===== src/rtl/dmem_store_buffer.sv =====
// Store buffer between the core and data memory: stores retire into a small FIFO
// and drain in order, loads bypass the FIFO unless they hit a buffered word.
module dmem_store_buffer #(
   parameter int DEPTH = 4,
   parameter int AW    = 32,
   parameter int DW    = 32
) (
   input  logic          clk,
   input  logic          reset,
   input  logic [AW-1:0] c_addr,
   input  logic          c_r_enable,
   input  logic          c_w_enable,
   input  logic [1:0]    c_w_size,
   input  logic [DW-1:0] c_w_data,
   output logic [DW-1:0] c_r_data,
   output logic          c_ready,
   output logic [AW-1:0] m_addr,
   output logic          m_r_enable,
   output logic          m_w_enable,
   output logic [1:0]    m_w_size,
   output logic [DW-1:0] m_w_data,
   input  logic [DW-1:0] m_r_data,
   input  logic          m_ready,
   input  logic          halt_in,
   output logic          halt_out
);

   localparam int PW = (DEPTH > 1) ? $clog2(DEPTH) : 1;
   localparam logic [PW:0] FULL = (PW+1)'(DEPTH);

   typedef enum logic [1:0] {IDLE, DRAIN, READ} state_t;

   state_t        state_reg, state_next;
   logic [PW-1:0] rd_ptr_reg, wr_ptr_reg;
   logic [PW:0]   count_reg;
   logic          halt_pending_reg, halt_out_reg;

   logic [AW-1:0] addr_mem [DEPTH];
   logic [1:0]    size_mem [DEPTH];
   logic [DW-1:0] data_mem [DEPTH];

   logic [DEPTH-1:0] match_vec;
   logic             hazard, core_block, load_req, push, pop, read_done;

   // A slot is live when its distance from the head is below the occupancy.
   genvar gi;
   generate
      for (gi = 0; gi < DEPTH; gi++) begin : g_slot
         logic [PW-1:0] offset;
         assign offset = PW'(gi) - rd_ptr_reg;
         assign match_vec[gi] = ({1'b0, offset} < count_reg) &&
                                (addr_mem[gi][AW-1:2] == c_addr[AW-1:2]);
      end
   endgenerate

   assign hazard     = |match_vec;
   assign core_block = halt_pending_reg | halt_in;
   assign load_req   = c_r_enable & ~c_w_enable & ~core_block;
   assign push       = reset & c_w_enable & ~core_block & (count_reg < FULL);
   assign pop        = (state_reg == DRAIN) & m_ready;
   assign read_done  = (state_reg == READ) & m_ready;

   always_comb begin
      state_next = state_reg;
      case (state_reg)
         IDLE: begin
            if (load_req && !hazard) begin
               state_next = READ;
            end else if (count_reg != '0) begin
               state_next = DRAIN;
            end
         end
         DRAIN:   if (m_ready) state_next = IDLE;
         READ:    if (m_ready) state_next = IDLE;
         default: state_next = IDLE;
      endcase
   end

   always_comb begin
      m_addr     = '0;
      m_r_enable = 1'b0;
      m_w_enable = 1'b0;
      m_w_size   = 2'b00;
      m_w_data   = '0;
      c_r_data   = '0;
      case (state_reg)
         DRAIN: begin
            m_w_enable = 1'b1;
            m_addr     = addr_mem[rd_ptr_reg];
            m_w_size   = size_mem[rd_ptr_reg];
            m_w_data   = data_mem[rd_ptr_reg];
         end
         READ: begin
            m_r_enable = 1'b1;
            m_addr     = c_addr;
            if (m_ready) c_r_data = m_r_data;
         end
         default: ;
      endcase
      // reset gating keeps c_ready quiet while the array is held empty
      c_ready  = reset & (push | read_done);
      halt_out = halt_out_reg |
                 (halt_pending_reg && (count_reg == '0) && (state_reg == IDLE));
   end

   always_ff @(posedge clk) begin
      if (push) begin
         addr_mem[wr_ptr_reg] <= c_addr;
         size_mem[wr_ptr_reg] <= c_w_size;
         data_mem[wr_ptr_reg] <= c_w_data;
      end
   end

   always_ff @(posedge clk or negedge reset) begin
      if (!reset) begin
         state_reg        <= IDLE;
         rd_ptr_reg       <= '0;
         wr_ptr_reg       <= '0;
         count_reg        <= '0;
         halt_pending_reg <= 1'b0;
         halt_out_reg     <= 1'b0;
      end else begin
         state_reg <= state_next;
         if (push) wr_ptr_reg <= wr_ptr_reg + PW'(1);
         if (pop)  rd_ptr_reg <= rd_ptr_reg + PW'(1);
         case ({push, pop})
            2'b10:   count_reg <= count_reg + (PW+1)'(1);
            2'b01:   count_reg <= count_reg - (PW+1)'(1);
            default: count_reg <= count_reg;
         endcase
         halt_pending_reg <= halt_pending_reg | halt_in;
         halt_out_reg     <= halt_out;
      end
   end

endmodule

===== config.mk =====
export PLATFORM = sky130hd
export DESIGN_NAME = dmem_store_buffer
export DESIGN_NICKNAME = d
export VERILOG_FILES = /design/src/rtl/dmem_store_buffer.sv
export SDC_FILE = /design/constraint.sdc
export NUM_CORES = 1
export LEC_CHECK = 0
export CAP_MARGIN = 20
export CORE_MARGIN = 2
export CORE_UTILIZATION = 50
export CTS_CLUSTER_SIZE = 10
export DETAILED_ROUTE_END_ITERATION = 6
export PLACE_DENSITY = 0.78
export SYNTH_ARGS = -nofsm -noshare
export SYNTH_HDL_FRONTEND = slang
export SYNTH_SLANG_ARGS = --single-unit

===== constraint.sdc =====
create_clock -name clk -period 3.5 [get_ports clk]
set_clock_uncertainty 0.2 [all_clocks]
set_input_delay 0.7 -clock clk [delete_from_list [all_inputs] [get_ports clk]]
set_output_delay 0.7 -clock clk [all_outputs]
set_load 0.05 [all_outputs]

==> reports/qor.csv <==
stage,metric,value,unit
place,Final GP Congestion,0.842,
min_path,worst hold-check path type,flip-flop to flip-flop,
timing,Hold Fails Final Rpt,0,
clock_tree,CTS buffer count,31,
synthesis,Synth cell types,31,
timing,Worst Max-Slew Pin Slew,0.590,ns
floorplan,# IOs,206,
worst_setup_path,Reg2Reg Depth,7,
clock_tree,H-tree depth,1,
timing,Max Freq,291,MHz
worst_setup_path,Setup CP Type,flip-flop to output port,
floorplan,die width,163,um
synthesis,Post-Syn Nets,885,
cells_and_area,Total Nets Final,1113,
clock_tree,Post-CTS Hold Fix Bufs,0,
power_and_ir_drop,internal power,0.00725,W
power_and_ir_drop,static leakage,6.00,nW
route,initial DRC count,800,
synthesis,Yosys reg bits,275,
floorplan,Initial Util,50.6,%
route,Via-to-Cell Ratio,5.70,
floorplan,die area,26600,um2
place,dpl cell area,15600,um2
min_path,Worst Hold End,halt_out_reg$_DFF_PN0_,
global_route,initial antenna violation count,0,
floorplan,CORE AREA,25000,um2
clock_tree,clock buffer depth,3,
floorplan,Die Ht,163,um
worst_setup_path,crit path DAT,2.54,ns
clock_tree,clk_lat worst skew,0.55,ns
global_route,Total GRT Usage,23.2,%
worst_setup_path,Crit path buffers/inverters,2,
min_path,hold wc startpoint,halt_out_reg$_DFF_PN0_,
cells_and_area,area grow syn2layout,31.7,%
worst_setup_path,required time of the critical path,2.60,ns
cells_and_area,Largest regs,"addr_mem x128, data_mem x128, size_mem x8",
power_and_ir_drop,Flop pwr share,33.4,%
synthesis,post-synthesis instance total,768,
worst_setup_path,crit-path cells,buf_8 > mux4_2 > and2_1 > clkdlybuf4s50_1,
worst_setup_path,Worst Setup Start Kind,flip-flop,
worst_setup_path,Crit path largest cell delay,0.70,ns
cells_and_area,final instance area,16600,um2
worst_setup_path,flop2flop setup slack,0.84,ns
worst_setup_path,r2r startpoint,rd_ptr_reg[1]$_DFFE_PN0P_,
clock_tree,clock slew seen by the registers of the worst setup and hold paths,0.05,ns
synthesis,Yosys warning total,0,
power_and_ir_drop,net switching power,0.00399,W
clock_tree,CTS root buffer,clkbuf_16,
timing,RSZ-0062 raised after global routing,false,
place,Detailed Place HPWL,20.9,mm
route,DRC,0,
route,DR pass1 iterations,5,
place,IO buf count,205,
min_path,Hold Path Stages,1,
route,DRT Wirelength,30.9,mm
timing,max-slew violations,0,
timing,crit share post-route,98.3,%
route,via count of the routed design,7698,
worst_setup_path,CP max stage cell,clkdlybuf4s50_1,
cells_and_area,"most common cell after layout, fill and taps aside",edfxtp_1,
power_and_ir_drop,PD cells,675,nW/um2
clock_tree,CTS tree,done,
job,Max Cap Viol,0,
timing,Max transition margin,59.6,%
route,"antenna viol nets, final",0,
worst_setup_path,"delay-heaviest family, CP",buffers and inverters,
timing,Final Critical Period,3.44,ns
floorplan,Placement Rows,58,
timing,Fin Setup TNS,0,ns
global_route,global-route wire length before repair,46.2,mm
outcome,status,"complete, no violations",
power_and_ir_drop,Worst VDD drop,0.548,mV
worst_setup_path,"Max FO, Critical Path",15,
route,WL/cell,22.9,um
cells_and_area,ANT cells,0,
global_route,Overflow after GRT,0,
clock_tree,clock sink total,275,
timing,final setup fails,0,
power_and_ir_drop,switching share of power,35.5,%
global_route,vias in the first global route,7856,
synthesis,Post-Syn Area,12600,um2
cells_and_area,"commonest cells after routing, fill and taps aside","edfxtp_1 (264), clkdlybuf4s50_1 (108), xor2_1 (88)",
synthesis,"Seq/Total Area, Yosys",64.9,%
worst_setup_path,RR Endpoint,state_reg[1]$_DFFE_PN0P_,
synthesis,mean area per synthesized cell,16.5,um2
power_and_ir_drop,power share of the clock group,25.7,%
power_and_ir_drop,Comb power frac,41.0,%
worst_setup_path,CP Capture Type,output port,
global_route,largest net degree at the start of global routing,45,
cells_and_area,share of cells above drive strength 1,24.1,%
==> synthesized netlist by cell type (all sizes together) <==
| cell | n | area [um2] |
|---|---|---|
| nor2 | 4 | 15.0 |
| a31oi | 1 | 6.26 |
| a21oi | 6 | 30.0 |
| xor2 | 88 | 771 |
| dfrtp | 11 | 275 |
| nor2b | 34 | 213 |
| a22oi | 32 | 240 |
| nor3 | 6 | 30.0 |
| nand3 | 8 | 40.0 |
| nand4 | 10 | 62.6 |
| inv | 12 | 45.0 |
| fa | 1 | 20.0 |
| o21ai | 4 | 20.0 |
| ha | 12 | 150 |
| edfxtp | 264 | 7930 |
| a2111oi | 3 | 32.5 |
| xnor2 | 39 | 342 |
| clkbuf | 44 | 165 |
| o21a | 1 | 7.51 |
| nor4 | 20 | 125 |
| nand2 | 6 | 22.5 |
| buf | 22 | 139 |
| and2 | 39 | 244 |
| nand3b | 1 | 7.51 |
| a31o | 2 | 17.5 |
| mux4 | 66 | 1490 |
| and3 | 32 | 200 |
==> worst max path at each step <==
stage | from | to | slack, ns | cells past startpoint
6_report | rd_ptr_reg[1]$_DFFE_PN0P_ | m_w_data[19] | 0.06 | 4
3_5_place_dp | c_addr[15] | state_reg[1]$_DFFE_PN0P_ | 0.19 | 7
5_1_grt | rd_ptr_reg[0]$_DFFE_PN0P_ | m_w_data[17] | 0.002 | 4
4_1_cts | rd_ptr_reg[0]$_DFFE_PN0P_ | m_w_data[23] | 0.0008 | 4
3_3_place_gp | c_addr[15] | state_reg[1]$_DFFE_PN0P_ | 0.23 | 7
2_1_floorplan | halt_in | addr_mem[2][0]$_DFFE_PP_ | 0.04 | 4
==> per-stage QoR <==
stage | total power [W] | setup WS [ns] | hold WS, ns | utilization (%) | std cells
detailed placement | 0.00834 | 0.194 | 0.259 | 62.7 | 1289
CTS | 0.0113 | 0.000838 | 0.271 | 66.5 | 1349
global route | 0.0117 | 0.00219 | 0.282 | 66.7 | 1350
finish | 0.0112 | 0.0611 | 0.265 | 66.7 | 1350
floorplan | 0.00692 | 0.0411 | 0.204 | - | 768
global placement | 0.00831 | 0.232 | 0.245 | 62.7 | 1289
==> power by group through the flow <==
stage	clock [W]	sequential, W	combinational (W)
2_1_floorplan	0	0.00374	0.00318
3_3_place_gp	0	0.00392	0.00439
3_5_place_dp	0	0.00392	0.00442
4_1_cts	0.00292	0.00378	0.00460
5_1_grt	0.00306	0.00375	0.00486
6_report	0.00289	0.00375	0.00461
==> per-layer routing <==
| layer | global-route usage (%) | vias to the layer above | part of all wire (%) |
|---|---|---|---|
| met5 | 0 | - | 0 |
| li1 | - | 3394 | - |
| met4 | 5.51 | 0 | 1.8 |
| met2 | 37.6 | 382 | 48 |
| met3 | 4.81 | 42 | 9.7 |
| met1 | 32.7 | 3880 | 40 |
==> cell families after synthesis <==
group,share of synthesized area [%]
flip-flops,64.9
AND/OR/NAND/NOR,7.60
XOR/XNOR,8.80
buffers and inverters,2.76
multiplexers,11.8
AO/OA/AOI/OAI,2.80
adder cells (fa/ha/maj),1.35
==> timing repair <==
action,4_1_cts,5_1_grt
endpoints found under the hold margin,0,0
setup endpoints to repair,62,17
setup buffers,3,1
gates resized for setup,4,15
==> area by class of cell <==
type | count | area [um2]
Multi-Input combinational cell | 415 | 4110
Fill cell | 1722 | 8320
Clock buffer | 57 | 893
Inverter | 12 | 45.0
Sequential cell | 275 | 8210
Tap cell | 330 | 413
Timing Repair Buffer | 261 | 2980
(Power assumes the default switching activity.)
==> variant 1: new RTL, same settings <==
Set the parameter `AW` to 16 (it was 32).
--- a/src/rtl/dmem_store_buffer.sv
+++ b/src/rtl/dmem_store_buffer.sv
@@ -4,3 +4,3 @@
    parameter int DEPTH = 4,
-   parameter int AW    = 32,
+   parameter int AW    = 16,
    parameter int DW    = 32
Interface: changed (resized c_addr and m_addr); port bits go from 206 to 174. The function was not compared with the original's and may differ.
==> variant 1 against the unedited design <==
Cell count fell by 28%; setup slack better by 0.055 ns; clock power fell by 25%; wire length is 32% lower; sequential cell count decreased by 64; synthesized area down 26%; first-iteration DRC count shrank 47%; design area down 24%; global-route usage shrank 1.8 points; fmax is 1.6% higher; total power is 23% lower; register-to-register slack worse by 0.05 ns; via count shrank 28%.
==> variant 1: results (changes against the unedited design) <==
| Metric | Value |
|---|---|
| Outcome | `completed` |
| First-pass detailed-route iteration total | `4 (-1)` |
| Biggest regs | `data_mem x128, addr_mem x64, size_mem x8` |
| Sw power | `3026 uW (-24%)` |
| Asr flop ratio synth | `5.213% (+1.2 points)` |
| Yosys cell types | `37 (+19%)` |
| CP arrival | `2.48 ns (-0.06 ns)` |
| Mapped Cells | `546 (-29%)` |
| Share of cells above drive strength 1 | `24.25% (+0.14 points)` |
| Register area share after synthesis | `66.94% (+2.0 points)` |
| Post-synth EDFFs | `200 (-24%)` |
| Hold-fix buffers at CTS | `0 (unchanged)` |
| R2R setup slack | `0.79 ns (-0.05 ns)` |
| Synth Flop Type | `edfxtp_1` |
| VDD IR-drop max | `526.6 uV (-4.0%)` |
| Final net count | `831 (-25%)` |
| Rows | `50 (-14%)` |
| Final Setup Violations | `0 (unchanged)` |
| Inst Count DP | `930 (-28%)` |
| Number of fill cells | `1225 (-29%)` |
| First-pass GRT wire length | `32760 um (-29%)` |
| Initial antenna violation count | `1 (+1)` |
| Routed length per instance | `21.61 um (-5.7%)` |
| Crit-path max FO | `12 (-3)` |
| Fmax | `0.2955 GHz (+1.6%)` |
| Top post-synthesis cells by area | `edfxtp_1 64%, mux4_2 12%, xnor2_1 5.6%` |
| Worst hold margin | `0.2638 ns (-0.001204 ns)` |
| Diode count | `0 (unchanged)` |
| Top cells by count, synth | `200 x edfxtp_1, 60 x xnor2_1, 50 x mux4_2` |
| Post-Route WL | `21000 um (-32%)` |
| GRT Total Usage | `21.39% (-1.8 points)` |
| Max H-tree Level | `1 (unchanged)` |
| Setup_tns | `0 ns (unchanged)` |
| HP Class | `flop to flop` |
| Via count | `5512 (-28%)` |
| TritonCTS Buffers | `25 (-19%)` |
| Drt first-iter violations | `424 (-47%)` |
| Clock Tree Buf Depth | `3 (unchanged)` |
| Post-Syn Nets | `647 (-27%)` |
| Worst slack at placement | `0.3576 ns (+0.1636 ns)` |
| P_leak | `0.004481 uW (-25%)` |
| PortBufs | `173 (-16%)` |
| GPL Wtd Cong | `0.7937 (-5.8%)` |
| Post-DP HPWL | `13830 um (-34%)` |
| Largest net degree at the start of global routing | `51 (+13%)` |
| Later-pin clock latency in the skew report | `0.49 ns (-0.06 ns)` |
| Vias in the first global route | `5895 (-25%)` |
| Worst slew margin | `63.01% (+3.4 points)` |
==> variant 1: cell count changes after synthesis, sizes merged, moves of 15 or more <==
cell | unedited run | this run
clkbuf | 44 | 17
xor2 | 88 | 3
mux4 | 66 | 50
edfxtp | 264 | 200
xnor2 | 39 | 60
a22oi | 32 | 17
nor4 | 20 | 2
nor2b | 34 | 17
==> variant 1: final cells by class <==
class / instances / area share [%]
Clock buffer: 34 / 5.232
Clock inverter: 1 / 0.06950
Inverter: 15 / 0.4468
Multi-Input combinational cell: 279 / 22.51
Sequential cell: 211 / 49.88
Tap cell: 234 / 2.323
Timing Repair Buffer: 198 / 19.54
==> variant 1: final timing paths <==
path / cells past startpoint / end / startpoint
min in group asynchronous: 2 / halt_pending_reg / reset
worst max-delay path: 6 / m_addr[9] / rd_ptr_reg[0]
worst max register to register: 10 / count_reg[2] / state_reg[1]
worst min-delay path: 1 / halt_out_reg / halt_out_reg
worst min register to register: 1 / halt_out_reg / halt_out_reg
max in group asynchronous: 2 / rd_ptr_reg[0] / reset
==> variant 1: cells by family (layout without fill, tap and decap cells) <==
group / count (synthesis) / after routing / synth area share [%]
buf+inv: 56 / 248 / 2.907
xor+xnor: 63 / 63 / 5.881
compound gates: 32 / 32 / 2.560
simple gates: 121 / 121 / 7.894
flops: 211 / 211 / 66.94
mux: 50 / 50 / 12.00
fa+ha+maj: 13 / 13 / 1.814
==> variant 1: routing by layer <==
metal  vias to the layer above  global-route usage (%)  share of wire [%]
met5                         -                       0              0.062
met4                         2                   4.526                1.3
met3                        34                   5.605                8.5
met2                       235                   37.30                 51
met1                      2782                   27.35                 39
li1                       2459                       -                  -
==> variant 1: worst max-delay path: stages, from the launching register on <==
cell     delay (ns)
dfrtp_4        0.50
buf_16         0.18
buf_4          0.23
mux4_2         0.52
a22oi_1        0.28
nor2b_1        0.12
buf_12         0.16
==> variant 1: per-stage QoR <==
| step | instance area (um^2) | total power, uW |
|---|---|---|
| 2_1_floorplan | 9383 | 5344 |
| 3_3_place_gp | 11860 | 6482 |
| 6_report | 12600 | 8676 |
| 3_5_place_dp | 11860 | 6530 |
| 4_1_cts | 12580 | 8766 |
| 5_1_grt | 12600 | 9067 |
==> variant 1: timing repair <==
action	4_1_cts	5_1_grt
setup buffers	7	0
setup endpoints to repair	38	10
pin swaps	0	0
gates resized for setup	15	8
==> variant 1: power by group through the flow <==
stage / clock, uW / combinational, uW / sequential [uW]
6_report: 2170 / 3630 / 2880
5_1_grt: 2320 / 3860 / 2880
4_1_cts: 2220 / 3670 / 2880
3_5_place_dp: 0 / 3530 / 3000
3_3_place_gp: 0 / 3490 / 2990
2_1_floorplan: 0 / 2470 / 2880
==> variant 2: new RTL, config.mk and constraints unchanged <==
Without the edit above. Make the reset (`reset`) synchronous in one clocked block.
--- a/src/rtl/dmem_store_buffer.sv
+++ b/src/rtl/dmem_store_buffer.sv
@@ -113,3 +113,3 @@
 
-   always_ff @(posedge clk or negedge reset) begin
+   always_ff @(posedge clk) begin
       if (!reset) begin
Formal check against the unedited RTL: differs if reset is asserted again (counterexample within 4 cycles, from zero or initial values and one cycle with reset low); with reset held inactive, the same outputs for 4 cycles.
==> variant 2 against the unedited design <==
Design area up 0.99%; synthesized cell count increased by 1.0%; largest cell class unchanged; non-clock buffer count down 15; sequential cell count grew 2; critical endpoint is now m_addr[30]; sequential share of layout area is 0.59 points lower; synthesized area up 0.63%; wire length is 1.8% higher; critical path type unchanged; setup slack better by 0.060 ns; register-to-register slack lost 0.04 ns.
Power is not compared: it rests on default switching activity, and its combinational part moved more than twofold at a synthesized area within 25%.
==> variant 2: results (changes against the unedited design) <==
| Metric | Value |
|---|---|
| Max H-tree Level | `2 (+1)` |
| PortBufs | `205 (unchanged)` |
| Most common cell after layout, fill and taps aside | `edfxtp_1` |
| Register area share after synthesis | `64.40% (-0.53 points)` |
| Yosys cell types | `37 (+19%)` |
| Outcome | `completed` |
| Area Overhead vs Synth | `32.22%` |
| Post-Syn Area per Cell | `16.38 um^2 (-0.40%)` |
| Vias in the first global route | `8001 (+1.8%)` |
| Diode count | `0 (unchanged)` |
| HP Class | `flop to flop` |
| Post-synth EDFFs | `264 (unchanged)` |
| Critical path class | `flop to output port` |
| Clkbuf count | `41 (-28%)` |
| Largest net degree at the start of global routing | `49 (+8.9%)` |
| CP required | `2.60 ns (about the same)` |
| First-pass GRT wire length | `47120 um (+1.9%)` |
| Non-clock buffer count | `246 (-5.7%)` |
| Top post-synthesis cells by area | `edfxtp_1 62%, mux4_2 12%, xor2_1 7.3%` |
| TritonCTS Buffers | `34 (+9.7%)` |
| Final net count | `1110 (-0.27%)` |
| Asr flop ratio synth | `0% (-4.0 points)` |
| CTS Sinks | `277 (+0.73%)` |
| Post-DP HPWL | `21110 um (+1.2%)` |
| Inverters | `12 (unchanged)` |
| Clock Tree Buf Depth | `3 (unchanged)` |
| Fmax | `0.2959 GHz (+1.8%)` |
| Drt first-iter violations | `533 (-33%)` |
| Worst slew margin | `56.80% (-2.8 points)` |
| R2R setup slack | `0.80 ns (-0.04 ns)` |
| GPL Wtd Cong | `0.8539 (+1.4%)` |
| Multi-Input Combinational | `422 (+1.7%)` |
| Share of cells above drive strength 1 | `23.33% (-0.79 points)` |
| First-pass detailed-route iteration total | `5 (unchanged)` |
| Post-DR vias/cell | `5.725 (+0.39%)` |
| Number of fill cells | `1735 (+0.75%)` |
| Top cells by count, synth | `264 x edfxtp_1, 106 x xor2_1, 66 x mux4_2` |
| Clock-cell share | `5.500% (+0.13 points)` |
| Worst hold margin | `0.3186 ns (+0.05359 ns)` |
| CTS clk-pin slew, worst paths | `0.06 ns` |
| CP max stage cell | `mux4_2` |
| Hold_sp | `wr_ptr_reg[1]` |
| P_leak | `0.005745 uW` |
| Placed cell area | `0.01588 mm^2 (+1.5%)` |
| Clock Tree Root | `clkbuf_16` |
| Launch point of the worst reg-to-reg path | `state_reg[1]` |
| Post-route ant nets | `0 (unchanged)` |
| Slowest cell delay on critical path | `0.50 ns (-0.20 ns)` |
| GRT Total Usage | `23.70% (+0.50 points)` |
| FF/Latch Area | `0.008193 mm^2 (-0.21%)` |
| NonClk Buf Share | `18.24% (+0.36 points)` |
| Area of the multi-input gates | `0.004169 mm^2 (+1.5%)` |
| Routed length per instance | `23.63 um (+3.1%)` |
| Initial antenna violation count | `1 (+1)` |
| VDD IR-drop max | `591.7 uV` |
| Crit-path max FO | `11 (-4)` |
| Later-pin clock latency in the skew report | `0.50 ns (-0.05 ns)` |
| Worst slack at placement | `0.1997 ns (+0.005657 ns)` |
| Post-Syn Nets | `893 (+0.90%)` |
variant 2: path summary, 6_finish.rpt:
check / end / cells after the start
setup / recovery: m_addr[30] / 6
setup reg to reg: count_reg[2] / 9
hold reg to reg: wr_ptr_reg[1] / 2
hold / removal: wr_ptr_reg[1] / 2
variant 2: metrics by stage:
step	std cells	util, %
after global routing	1333	66.95
final	1333	66.95
after floorplan	776	-
after CTS	1332	66.82
after global placement	1286	63.24
after detailed placement	1286	63.24
variant 2: logic make-up (layout without fill, tap and decap cells):
| kind of cell | Yosys count | in the layout | share of synthesized area (%) |
|---|---|---|---|
| simple gates | 165 | 165 | 7.863 |
| flops | 277 | 277 | 64.40 |
| compound gates | 52 | 52 | 3.001 |
| fa+ha+maj | 13 | 13 | 1.338 |
| mux | 66 | 66 | 11.69 |
| buf+inv | 77 | 304 | 2.972 |
| xor+xnor | 126 | 126 | 8.738 |
variant 2: timing repair:
action | in CTS | in global routing
endpoints found under the setup margin | 19 | 4
gates resized for setup | 19 | 2
cloned | 0 | 1
pin swaps | 0 | 0
buffers inserted | 0 | 0
variant 2: metal layers:
| layer | global-route usage (%) | up-vias | part of all wire, % |
|---|---|---|---|
| met1 | 30.38 | 3853 | 40 |
| met2 | 40.51 | 320 | 50 |
| li1 | - | 3400 | - |
| met5 | 0 | - | 0.035 |
| met4 | 6.459 | 2 | 2.2 |
| met3 | 5.891 | 56 | 8.0 |
variant 2: where the power goes:
group          switching (uW)  internal, uW  total, uW
sequential               21.5          3670       3690
combinational             534           427        962
clock                    1260          1760       3020
variant 2: tightest hold or removal path: stages, from the launching register on:
cell	delay, ns
dfxtp_1	0.34
nand2_1	0.06
o21ai_0	0.07
